<file path="config.mk">
export PLATFORM = sky130hd
export DESIGN_NAME = ioport2_msg_reg_master
export DESIGN_NICKNAME = d
export VERILOG_FILES = /design/src/rtl/ioport2_msg_reg_master.sv
export SDC_FILE = /design/constraint.sdc
export NUM_CORES = 1
export LEC_CHECK = 0
export CORE_ASPECT_RATIO = 0.75
export CORE_MARGIN = 10
export CORE_UTILIZATION = 43
export DETAILED_ROUTE_END_ITERATION = 12
export PLACE_DENSITY = 0.86
export SLEW_MARGIN = 20
export SYNTH_ARGS = -nofsm -noshare
export SYNTH_HDL_FRONTEND = slang
export SYNTH_SLANG_ARGS = --single-unit
</file>
<file path="constraint.sdc">
create_clock -name clk -period 3.4 [get_ports clk]
set_clock_uncertainty 0.2 [all_clocks]
set_input_delay 0.68 -clock clk [delete_from_list [all_inputs] [get_ports clk]]
set_output_delay 0.68 -clock clk [all_outputs]
set_load 0.02 [all_outputs]
</file>
<file path="src/rtl/ioport2_msg_reg_master.sv">
// ioport2 message register master.
//
// Executes 64-bit ioport2 request messages ({ctrl[31:0], data[31:0]}) on a local
// single-cycle register port and returns read results as ioport2 response messages.
// One transaction is in flight at a time. A bounded ack timeout keeps a dead
// register slave from stalling the message path.
//
// Ports:
//   clk, rst_n                        clock, asynchronous active-low reset
//   msgi_tdata/tvalid/tready          inbound request stream
//   msgo_tdata/tvalid/tready          outbound read-response stream
//   reg_wr_stb, reg_rd_stb            one-cycle access strobes
//   reg_addr, reg_wr_data             latched address / write data
//   reg_rd_data, reg_ack              slave read data and completion
//   busy                              high whenever not idle
//   err_count                         saturating count of timeouts and dropped messages
module ioport2_msg_reg_master #(
  parameter int unsigned ADDR_W    = 20,
  parameter int unsigned TIMEOUT_W = 12
) (
  input  logic              clk,
  input  logic              rst_n,
  input  logic [63:0]       msgi_tdata,
  input  logic              msgi_tvalid,
  output logic              msgi_tready,
  output logic [63:0]       msgo_tdata,
  output logic              msgo_tvalid,
  input  logic              msgo_tready,
  output logic              reg_wr_stb,
  output logic              reg_rd_stb,
  output logic [ADDR_W-1:0] reg_addr,
  output logic [31:0]       reg_wr_data,
  input  logic [31:0]       reg_rd_data,
  input  logic              reg_ack,
  output logic              busy,
  output logic [7:0]        err_count
);

  localparam int unsigned PadW = 29 - ADDR_W;
  // Counter value in the last wait cycle; the counter reaches all-ones at its end.
  localparam logic [TIMEOUT_W-1:0] TmoLast = TIMEOUT_W'((2 ** TIMEOUT_W) - 2);

  typedef enum logic [1:0] {StIdle, StStrobe, StWait, StResp} state_e;

  state_e               state_q;
  logic                 is_rd_q;
  logic [TIMEOUT_W-1:0] tmo_cnt_q;

  logic [31:0] ctrl;
  logic        accept;
  logic        req_ok;
  logic        drop;
  logic        timeout;
  logic        done;
  logic [31:0] rsp_data;
  logic        unused_ctrl;

  assign ctrl     = msgi_tdata[63:32];
  assign accept   = msgi_tvalid & msgi_tready;
  // Exactly one of wr_request / rd_request, and no rd_response bit.
  assign req_ok   = ~ctrl[31] & (ctrl[30] ^ ctrl[29]);
  assign drop     = accept & ~req_ok;
  // Ack wins over a coincident timeout.
  assign timeout  = (state_q == StWait) & ~reg_ack & (tmo_cnt_q == TmoLast);
  assign done     = ((state_q == StStrobe) | (state_q == StWait)) & (reg_ack | timeout);
  assign rsp_data = reg_ack ? reg_rd_data : 32'hFFFF_FFFF;

  assign unused_ctrl = ^msgi_tdata[60:32+ADDR_W];

  always_ff @(posedge clk or negedge rst_n) begin
    if (!rst_n) begin
      state_q     <= StIdle;
      is_rd_q     <= 1'b0;
      tmo_cnt_q   <= '0;
      msgi_tready <= 1'b0;
      msgo_tvalid <= 1'b0;
      msgo_tdata  <= '0;
      reg_wr_stb  <= 1'b0;
      reg_rd_stb  <= 1'b0;
      reg_addr    <= '0;
      reg_wr_data <= '0;
      busy        <= 1'b0;
      err_count   <= '0;
    end else begin
      reg_wr_stb <= 1'b0;
      reg_rd_stb <= 1'b0;

      // Drops only happen in idle and timeouts only in wait, so at most one per cycle.
      if ((drop || timeout) && err_count != 8'hFF) begin
        err_count <= err_count + 8'd1;
      end

      unique case (state_q)
        StIdle: begin
          // Also raises ready on the first edge after reset release.
          msgi_tready <= 1'b1;
          if (accept && req_ok) begin
            reg_addr    <= ctrl[ADDR_W-1:0];
            reg_wr_data <= msgi_tdata[31:0];
            is_rd_q     <= ctrl[29];
            reg_wr_stb  <= ctrl[30];
            reg_rd_stb  <= ctrl[29];
            tmo_cnt_q   <= '0;
            msgi_tready <= 1'b0;
            busy        <= 1'b1;
            state_q     <= StStrobe;
          end
        end

        StStrobe, StWait: begin
          if (state_q == StWait) begin
            tmo_cnt_q <= tmo_cnt_q + TIMEOUT_W'(1);
          end
          if (done) begin
            if (is_rd_q) begin
              msgo_tvalid <= 1'b1;
              msgo_tdata  <= {1'b1, 2'b00, {PadW{1'b0}}, reg_addr, rsp_data};
              state_q     <= StResp;
            end else begin
              msgi_tready <= 1'b1;
              busy        <= 1'b0;
              state_q     <= StIdle;
            end
          end else begin
            state_q <= StWait;
          end
        end

        StResp: begin
          if (msgo_tready) begin
            msgo_tvalid <= 1'b0;
            msgo_tdata  <= '0;
            msgi_tready <= 1'b1;
            busy        <= 1'b0;
            state_q     <= StIdle;
          end
        end

        default: state_q <= StIdle;
      endcase
    end
  end

endmodule

</file>
### Yosys cells after proc, flatten, opt, wreduce, memory -nomap -nowiden

Cells that the tools add are included.

* memory bits (read-only): 0
* input bits: 101
* bits in registers: 144
* bits in writable memories: 0
* latch bits: 0
* memories kept: 0
* word-level logic and storage cells: 80

* add/subtract/negate cells: 2
* multiply operators: 0
* equality and inequality tests: 11
* order comparisons: 0
* mux-type cells: 30
* shift operators: 0
* reduce and logical (&&, ||, !) cells: 13
* bitwise logic cells: 12
* divide/modulo/power cells: 0

Operator list (number)
* $mux W64: 3
* $pmux W64 S2: 1
* $mux W32: 1
* $mux W12: 2
* $pmux W12 S2: 1
* $mux W1: 14
* $add A12 B1 Y12 const B: 1
* $eq A12 B12 Y1 const B: 1
* $ne A2 B2 Y1 const B: 6
* $add A8 B1 Y8 const B: 1
* $mux W2: 4
* $ne A8 B8 Y1 const B: 1
* $reduce_and A4 Y1: 2
* $and A1 B1 Y1: 6
* $pmux W1 S3: 2
* $pmux W2 S3: 1
* $reduce_and A3 Y1: 2
* $eq A2 B2 Y1 const B: 2
* $reduce_and A2 Y1: 2
* $reduce_bool A2 Y1: 2
* $not A1 Y1: 3
* $eq A2 B1 Y1 const B: 1
* $logic_and A1 B1 Y1: 2
* $logic_not A2 Y1: 1
* 5 further kinds: 6

### Depth between registers and ports, before layout

Gate-level depths: netlist (run 1).

* word-level depth: 7
* depth in mapped cells: 9
* gate-level depth less buffers: 7

### Least setup slack after synthesis (run 1)

Ideal clock, no wire load.

* path type: in2reg
* start: input reg_ack
* end: register msgo_tdata[32]
* arrival time: 2.172 ns
* path buffers: 2
* library setup time: 0.121 ns
* setup slack: 0.907 ns
* stages on the path: 7
* cell sequence: nand4b_1 > or4_4 > a21o_1 > o21a_1 > buf_4 > buf_6 > a22o_1

* word-level cells in the longest chain between the ends: 7

RTL lines
* start, declared: RTL line 34 `input logic reg_ack,`
* $not A1 Y1: RTL line 64 `assign timeout = (state_q == StWait) & ~reg_ack & (tmo_cnt_q == TmoLast);`
* $and A1 B1 Y1 (2 in series): RTL line 64
* $or A1 B1 Y1 *: RTL line 65 `assign done = ((state_q == StStrobe) | (state_q == StWait)) & (reg_ack | timeout);`
* $and A1 B1 Y1 *: RTL line 65
* $ne A2 B2 Y1 (no source line) *
* $reduce_and A4 Y1 (no source line) *
* end signal, assigned: RTL line 117 `msgo_tdata <= {1'b1, 2'b00, {PadW{1'b0}}, reg_addr, rsp_data};`
* end, declared: RTL line 26 `output logic [63:0] msgo_tdata,`

Every way passes the cells marked *; elsewhere a longest branch is shown, timed or not.
A chain may end at the register's enable or synchronous reset.

### Worst setup path after layout (run 1)

* start: input reg_ack
* end: register msgo_tdata[23]

* word-level cells in the longest chain between the ends: 7

RTL lines (RTL line)
* $not A1 Y1: 64
* $and A1 B1 Y1 (2 in series): 64
* $or A1 B1 Y1: 65
* $and A1 B1 Y1: 65
* $ne A2 B2 Y1 (no source line)
* $reduce_and A4 Y1 (no source line)

Parallel ways exist; a longest one is shown, timed or not. The select of a mux whose other input is x is not followed.

==> run summary, run 1 <==
The number of setup violations in the final report was 0; the routability-driven placement congestion ratio was 0.832. Gates resized during post-CTS repair numbered 0. The count of nets left with antenna violations once routing finished came out at 0.

The largest voltage drop on the vdd net was 0.529 mV; the mean area per synthesized cell was 13.2 sq um. The first-pass GRT wire length was 25500 um; the number of I/O port buffers was 209. The met1 capacity usage during global routing is 21.1%, and the number of violations reported at the end of detailed-routing iteration 0 is 209. The clock period could shrink to 2700 ps. In this design, the stage delay of the slowest critical-path cell is 470 ps.

The slew at the pin closest to its max-slew limit is 650 ps. Once the clock tree was built, the setup fixing pass inserted 0 buffers. Data on the critical path arrives at its endpoint at 2770 ps. The number of clock sinks seen by CTS was 132; the vertical die dimension was 118 um. The design draws 8.05 mW.

The number of remaining DRC errors was 0. TritonCTS built the clock tree. STA classifies the critical path startpoint as an input pin. Synthesis instantiated 39 different standard cells from the library. The gate count after technology mapping was 419; the initial antenna violation count was 0. The number of nets in the final layout was 739; the leakage power total was 3.62 nW. Compared with the post-synthesis result, the final layout area differs by 50.3%. Global routing consumed, on the met2 layer, 29.3% of the routing resources. After clock tree synthesis, the clock-pin slew on the worst setup and hold paths is 50 ps. The largest delay contributor family on the critical path was compound AO/OA/AOI/OAI gates.

The filler cells instantiated in the layout total 914. The horizontal die dimension is 151 um, and the number of antenna cells inserted is 0. The tools report the kind of end point of the critical path as a register.

The flip-flop and latch count after synthesis was 132. After synthesis, the largest family of logic cells by area is multiplexers. The most crowded layer after global routing was met2.

The detail-routed net length per standard cell was 20.0 um; the met3 demand-to-capacity share in global routing was 7.93%. Of the available clock period, the critical path in the final layout requires 79.3%. The logs give 12400 sq um for the area of the core and 16200 um for the wire length reported by the detailed router. The flow ran to the end, and the final reports show no timing, DRC or antenna violations. The number of max-capacitance violations reported came out at 0. The critical path in this run is classified as input pin to register. The synthesized netlist devotes 9.48% of its cell area to simple gates. Of all nets on the critical path, the largest fanout is 29. In this run the number of H-tree levels came out at 4. Dividing total power by cell area gives a power density of 967 nW/um^2. The clock latency of the later-clocked register in the worst-skew pair is 400 ps, and the share of the synthesized netlist area taken by xor and xnor gates is 2.53%. The slowest stage cell on the critical path was sky130_fd_sc_hd__or4_4. Number of standard-cell rows in the floorplan: 35. The ratio of cells with drive above 1 in the final layout was 15.4%. The first-pass iteration count of the detailed router is 5. The area share of fa/ha/maj cells after synthesis was 1.36%; the required time of the critical path was 3470 ps.

The number of global-route vias before repair is 4523. The synthesized netlist devotes 11.1% of its cell area to compound gates. In the synthesized netlist, mux cells make up 11.4% of the area.

The total overflow left after global routing is 0. Setup repair after global routing left no endpoint under its margin. The starting utilization of the core area came out at 44.5%. The mean number of vias per cell was 5.13. The run gives 0 as the count of final max-slew check failures. The cell sitting at the root of the clock tree is a sky130_fd_sc_hd__clkbuf_16. The max-slew headroom at the worst pin came out at 56.7%. The signal on the critical path passes through clkdlybuf4s50_1, nand4b_1, or4_4, a21o_1, o21a_2, buf_4, a22o_1. Detailed placement ended at an HPWL of 12100 um. The smallest hold slack was 73.6 ps; the largest net degree at the start of global routing was 71. The Yosys step of the flow raised 0 warnings. The cell area that synthesis handed to floorplanning was 5530 sq um. Of the synthesized area, sequential elements account for 59.7%. In the post-synthesis netlist, the biggest area contributors are sky130_fd_sc_hd__dfrtp_1, sky130_fd_sc_hd__mux2_2, sky130_fd_sc_hd__a22o_1. Full die area: 17900 sq um. The tools report the aggregate global-route resource usage as 18.0%.

Maximum buffer depth of the clock tree: 2. Clock tree synthesis inserted a total of 17 buffers. The worst hold path belongs to the class input pin to asynchronous set/reset pin. The number of placed I/O pins is 230.

Detailed routing inserted a total of 4146 vias. Setup total negative slack on the finished layout was measured at 0 ps. Derived from the worst setup path, the maximum achievable clock frequency is 371 MHz. The total of hold buffers inserted after clock tree synthesis was 0. Critical path buffer and inverter count: 2.

The run gives 0 as the number of hold violations in the final report. Cells fill 66.9% of the core in the end. The synthesized design devotes to its leading area cell type 59.7% of total area. Of all cell types, the one taking the most synthesized area is sky130_fd_sc_hd__dfrtp_1.
-- power by group --
part | switching (mW) | internal (mW) | total [mW]
combinational | 1.75 | 1.80 | 3.55
clock | 0.645 | 1.16 | 1.80
sequential | 0.456 | 2.24 | 2.69
-- layer usage --
metal,wire [um],vias up
li1,-,1904
met3,1660,18
met1,6410,2054
met5,0,-
met4,244,0
met2,7870,170
-- flip-flops by register name, indices dropped and copies added (netlist names) --
signal / flops
msgi_tready: 1
state_q: 2
busy: 1
is_rd_q: 1
tmo_cnt_q: 12
reg_addr: 20
err_count: 8
msgo_tdata: 53
reg_rd_stb: 1
reg_wr_data: 32
reg_wr_stb: 1
-- placed cells by master (no fill, tap or decap), types with 2 or more instances in the layout --
cell type / netlist / routed
sky130_fd_sc_hd__clkdlybuf4s50_1: 0 / 208
sky130_fd_sc_hd__dfrtp_1: 132 / 132
sky130_fd_sc_hd__mux2_2: 56 / 56
sky130_fd_sc_hd__a22o_1: 54 / 54
sky130_fd_sc_hd__nand2b_1: 33 / 33
sky130_fd_sc_hd__clkbuf_16: 0 / 17
sky130_fd_sc_hd__nor2_1: 14 / 14
sky130_fd_sc_hd__conb_1: 1 / 11
sky130_fd_sc_hd__nand2_1: 10 / 9
sky130_fd_sc_hd__xnor2_1: 8 / 8
sky130_fd_sc_hd__nand4_1: 8 / 8
sky130_fd_sc_hd__o21ai_0: 8 / 8
sky130_fd_sc_hd__xor2_1: 8 / 8
sky130_fd_sc_hd__buf_4: 13 / 8
sky130_fd_sc_hd__inv_1: 6 / 6
sky130_fd_sc_hd__nand3_1: 6 / 6
sky130_fd_sc_hd__and3_1: 6 / 6
sky130_fd_sc_hd__ha_1: 6 / 6
sky130_fd_sc_hd__clkinvlp_4: 0 / 4
sky130_fd_sc_hd__a21o_1: 3 / 3
sky130_fd_sc_hd__nand3b_1: 3 / 3
sky130_fd_sc_hd__and4_1: 3 / 3
sky130_fd_sc_hd__a21oi_1: 3 / 3
sky130_fd_sc_hd__clkinv_2: 0 / 3
sky130_fd_sc_hd__bufinv_16: 0 / 3
sky130_fd_sc_hd__nor3_1: 2 / 2
sky130_fd_sc_hd__nor4_1: 2 / 2
-- stage by stage --
step / instance area [sq um] / worst slack (ps) / std cells
global placement: 7740 / 353 / 779
CTS: 8320 / 713 / 808
finish: 8320 / 705 / 808
global route: 8320 / 570 / 808
floorplan: 5570 / 907 / 429
detailed placement: 7740 / 309 / 779
-- kinds of logic (layout without fill, tap and decap cells) --
family / count (synthesis) / count (layout)
flops: 132 / 132
other cells: 1 / 11
simple gates: 92 / 92
mux: 56 / 56
compound gates: 76 / 76
fa+ha+maj: 6 / 6
buf+inv: 40 / 253
xor+xnor: 16 / 16
-- final timing paths --
path	from	cells after the start	slack (ps)	end
worst min-delay path	rst_n	1	70	reg_wr_data[10]$_DFFE_PN0P_
max in group asynchronous	rst_n	2	2120	reg_addr[16]$_DFFE_PN0P_
worst min register to register	msgo_tdata[31]$_DFFE_PN0P_	1	300	msgo_tdata[31]$_DFFE_PN0P_
worst max register to register	state_q[0]$_DFFE_PN0P_	8	710	msgo_tdata[23]$_DFFE_PN0P_
worst max-delay path	reg_ack	7	700	msgo_tdata[23]$_DFFE_PN0P_
min in group clk	msgo_tdata[31]$_DFFE_PN0P_	1	300	msgo_tdata[31]$_DFFE_PN0P_
-- final cells by class --
class	count	area (sq um)	share of cell area (%)
multi-input combinational	257	2030	24.4
tap	166	208	2.50
clock buffer	19	443	5.32
inverter	6	22.5	0.271
clock inverter	10	135	1.62
sequential	132	3300	39.7
timing repair buffer	218	2170	26.1
-- cells in the mapped netlist, drive strengths merged --
library cell,number
a21boi,1
a21o,3
a21oi,4
a22o,54
a31oi,1
and3,6
and4,3
buf,25
clkbuf,9
conb,1
dfrtp,132
ha,6
inv,6
mux2,56
nand2,10
nand2b,33
nand3,6
nand3b,3
nand4,8
nand4b,1
nor2,15
nor2b,1
nor3,2
nor4,2
o21a,1
o21ai,8
o21bai,1
o31a,1
o31ai,1
o41ai,1
or3,1
or4,1
xnor2,8
xor2,8
Power figures use the tool's default switching activity.
==> run 2, diff against run 1 <==
==> constraint.sdc (replaced) <==
create_clock -name clk -period 2.83 [get_ports clk]
set_clock_uncertainty 0.2 [all_clocks]
set_input_delay 0.566 -clock clk [delete_from_list [all_inputs] [get_ports clk]]
set_output_delay 0.566 -clock clk [all_outputs]
set_load 0.02 [all_outputs]
==> run 2 against run 1 <==
  * Hold slack gained 230 ps
  * Critical path depth grew 1
  * Via count grew 1.7%
  * Core utilization grew 1.2 points
  * Cell area grew 1.8%
  * Register-to-register slack lost 450 ps
  * Final cell count grew 1.2%
  * Total power grew 23%
  * Sequential cell count is the same
  * Clock power grew 32%
  * Sequential share of layout area shrank 0.72 points
  * Non-clock buffer count grew 7
  * Critical path type is now register to register
  * Critical endpoint is now msgo_tdata[19]$_DFFE_PN0P_
  * Largest cell class unchanged
  * Largest power group unchanged
==> run summary, run 2 (synthesized netlist as in run 1, its figures left out) <==
Largest net degree at the start of global routing: 61 (-14%). The run gives 260 ps (-450 ps) as the setup slack of the most critical reg-to-reg path. The startpoint of the worst-slack reg-to-reg timing path is state_q[0]$_DFFE_PN0P_.

The starting utilization of the core area was 44.5% (unchanged); the mean number of vias per cell was 5.16 (+0.47%). The first-pass iteration count of the detailed router is 5 (unchanged). After layout, the worst path uses 90.9% of the clock period. The run gives 3.70 nW (+2.1%) as the leakage power total. The cell depth of the worst flop-to-flop path is 8 (unchanged), and the number of clock sinks seen by CTS is 132 (unchanged). For this run, the top clock speed supported by timing is 389 MHz. The met3 wire length is 1750 um (+5.9%). The critical path goes through inv_1, ha_1, nand4b_1, or4_4, a21o_1, o21a_2, buf_12, a22o_1. The deepest level of the CTS H-tree was 4 (unchanged).

The run gives 6410 um (-0.12%) as the sum of routed wire segments on met1. The run gives 7970 um (+1.2%) as the detailed route wirelength on metal2. TritonCTS built the clock tree. Maximum fanout along the worst path: 36 (+24%). The synthesis-to-finish area growth came out at 53.1%.

The net switching share of the total power was 35.4% (about the same); the total of hold buffers inserted after clock tree synthesis was 1 (+1). The worst setup path is launched from a register. The number of I/O port buffers works out to 209 (unchanged). The run gives 0 (unchanged) as the initial antenna violation count. End of the worst register-to-register path: msgo_tdata[19]$_DFFE_PN0P_. For the number of remaining DRC errors, the log shows 0 (unchanged).

The most common library cell in the layout ignoring fill and taps was sky130_fd_sc_hd__clkdlybuf4s50_1. The number of standard-cell rows in the floorplan is 35 (unchanged). The max-slew headroom at the worst pin came out at 55.0% (-1.6 points).

The largest incremental delay on the critical path was 440 ps (-30 ps). Grouping stages by cell kind, the critical path spends the most delay in compound AO/OA/AOI/OAI gates. The worst setup slack after layout was 257 ps (-448 ps); the full die area was 17900 sq um (unchanged). The number of hold violations in the final report is 0 (unchanged). The part of the power in combinational logic was 43.6% (-0.5 points); the clock slew at the register clock pins of the worst setup and hold paths was 60 ps (about the same). The area of the core is 12400 sq um (unchanged), and the net switching power figure is 3.51 mW (+23%). The largest voltage drop on the vdd net was 0.732 mV (+38%); the number of max-capacitance violations reported was 0 (unchanged). Vertical die dimension: 118 um (unchanged).

The library cells used most frequently in the layout, excluding fill and tap cells, are sky130_fd_sc_hd__clkdlybuf4s50_1, sky130_fd_sc_hd__dfrtp_1, sky130_fd_sc_hd__mux2_2. Area of the multi-input gates: 2030 sq um (unchanged). The logs give 0 (unchanged) for the overflow left after global routing and 4449 (-1.6%) for the number of global-route vias before repair.

The number of placed I/O pins was 230 (unchanged); the sum of net half-perimeters after detailed placement was 12000 um (-0.59%). The number of nets in the final layout was 746 (+0.95%); the aggregate global-route resource usage was 17.8% (-0.27 points). The worst setup path is of the register to register kind. The detail-routed net length per standard cell came out at 19.9 um (-0.69%). The register cell area after layout came out at 3300 sq um (unchanged). The sequential cell fraction of total power was 32.5% (-1.0 points); the horizontal die dimension was 151 um (unchanged). The clock network power share was 23.9% (+1.5 points). The required time of the critical path was 2920 ps (-550 ps). The worst hold path terminates at msgo_tdata[5]$_DFFE_PN0P_. Routability-driven placement congestion ratio: 0.882 (+6.0%). The logs give 16300 um (+0.54%) for the wire length reported by the detailed router and 410 ps (about the same) for the clock latency of the later-clocked register in the worst-skew pair.

The via count of the routed design was 4217 (+1.7%). Total clock buffers created by CTS: 17 (unchanged). Instance count after placement with tap cells included: 785 (+0.77%). STA classifies the critical path endpoint as a register. The maximum buffer depth of the clock tree came out at 2 (unchanged). The flip-flop count of the largest register after layout is 53 (unchanged), and the count of cells along the worst hold path is 1.

The first-pass GRT wire length is 25100 um (-1.3%), and the internal power component is 6.42 mW (+23%). The slowest stage of the critical path is the sky130_fd_sc_hd__or4_4 cell. The number of antenna cells inserted was 0 (unchanged); the power density over cell area was 1170 nW/um^2 (+21%). In the final layout, the registers with the most flip-flops are msgo_tdata (53), reg_wr_data (32), reg_addr (20). The logs give 0 (unchanged) for the number of setup violations in the final report and -30.7 ps (-340 ps) for the worst setup slack before clock tree synthesis.

The count of antenna-violating nets left after detailed routing was 0 (unchanged); the post-layout minimum cycle time was 2570 ps. The total of fill cells in the finished design was 905 (-0.98%); the critical path buffer and inverter count was 2 (unchanged). The run finished with clean final reports. For the worst path arrival time, the log shows 2660 ps (-110 ps). The start point of the worst hold path is msgo_tdata[5]$_DFFE_PN0P_. The number of violations reported at the end of detailed-routing iteration 0 was 278 (+33%); the ratio of cells with drive above 1 in the final layout was 16.7% (+1.3 points).

The post-route non-filler standard cell count was 818 (+1.2%); the slew at the pin closest to its max-slew limit was 672 ps (+22.2 ps). Setup repair after global routing left no endpoint under its margin. msgo_tdata holds more flip-flops than any other register.

Cell at the root of the clock tree: sky130_fd_sc_hd__clkbuf_16. The buffer count from post-CTS setup fixing is 0 (unchanged), and the count of final max-slew check failures is 0 (unchanged). The number of gates given a new drive strength after cts came out at 0 (unchanged).

The highest metal layer carrying signal wires in the routed design is met4. The worst hold path class was register to register.
-- run 2: cell types whose count changed in the layout (fill, tap and decap cells not counted), moves of 2 or more --
cell,before,now
sky130_fd_sc_hd__inv_6,0,4
sky130_fd_sc_hd__buf_4,8,11
sky130_fd_sc_hd__buf_12,1,4
sky130_fd_sc_hd__clkinv_2,3,1
-- run 2: how the worst max path moves through the flow --
stage	startpoint	to	slack, ps	cells after the start
finish	state_q[0]$_DFFE_PN0P_	msgo_tdata[19]$_DFFE_PN0P_	260	8
global route	state_q[0]$_DFFE_PN0P_	msgo_tdata[3]$_DFFE_PN0P_	180	8
CTS	state_q[0]$_DFFE_PN0P_	msgo_tdata[13]$_DFFE_PN0P_	270	8
detailed placement	reg_ack	msgo_tdata[13]$_DFFE_PN0P_	-30	7
global placement	reg_ack	msgo_tdata[2]$_DFFE_PN0P_	8	7
floorplan	state_q[0]$_DFFE_PN0P_	msgo_tdata[32]$_DFFE_PN0P_	410	9
-- run 2: worst reg2reg max path: stages, from the launching register on --
cell and delay, ps:
sky130_fd_sc_hd__dfrtp_1 390, sky130_fd_sc_hd__inv_1 100, sky130_fd_sc_hd__ha_1 270, sky130_fd_sc_hd__nand4b_1 150, sky130_fd_sc_hd__or4_4 450, sky130_fd_sc_hd__a21o_1 200, sky130_fd_sc_hd__o21a_2 250, sky130_fd_sc_hd__buf_12 170
sky130_fd_sc_hd__a22o_1 280
-- run 2: power by group through the flow --
stage	registers, mW	logic (mW)	clock network, mW
floorplan	4.06	1.38	0
global placement	3.19	4.24	0
detailed placement	3.25	4.37	0
CTS	3.23	4.40	2.41
global route	3.32	4.59	2.50
finish	3.23	4.33	2.37
-- run 2: metrics by stage --
stage | TNS [ps] | hold slack (ps) | util [%] | area [sq um] | total power, mW
4_1_cts | 0 | 306 | 68.1 | 8470 | 10.0
2_1_floorplan | 0 | 70.4 | - | 5570 | 5.44
6_report | 0 | 303 | 68.1 | 8470 | 9.93
5_1_grt | 0 | 315 | 68.1 | 8470 | 10.4
3_5_place_dp | -259 | 291 | 62.9 | 7820 | 7.62
3_3_place_gp | 0 | 280 | 62.9 | 7820 | 7.44
-- run 2: cell type report --
class                           count  area share (%)
Clock buffer                       18            5.18
Timing Repair Buffer              225            26.8
Tap cell                          166            2.45
Clock inverter                     14            2.35
Multi-Input combinational cell    257            24.0
Sequential cell                   132            39.0
Inverter                            6           0.266
-- run 2: layer usage --
metal | global-route usage [%] | up-vias
met1 | 20.7 | 2105
met2 | 29.3 | 177
li1 | - | 1926
met4 | 5.16 | 0
met3 | 7.28 | 9
met5 | 0 | -
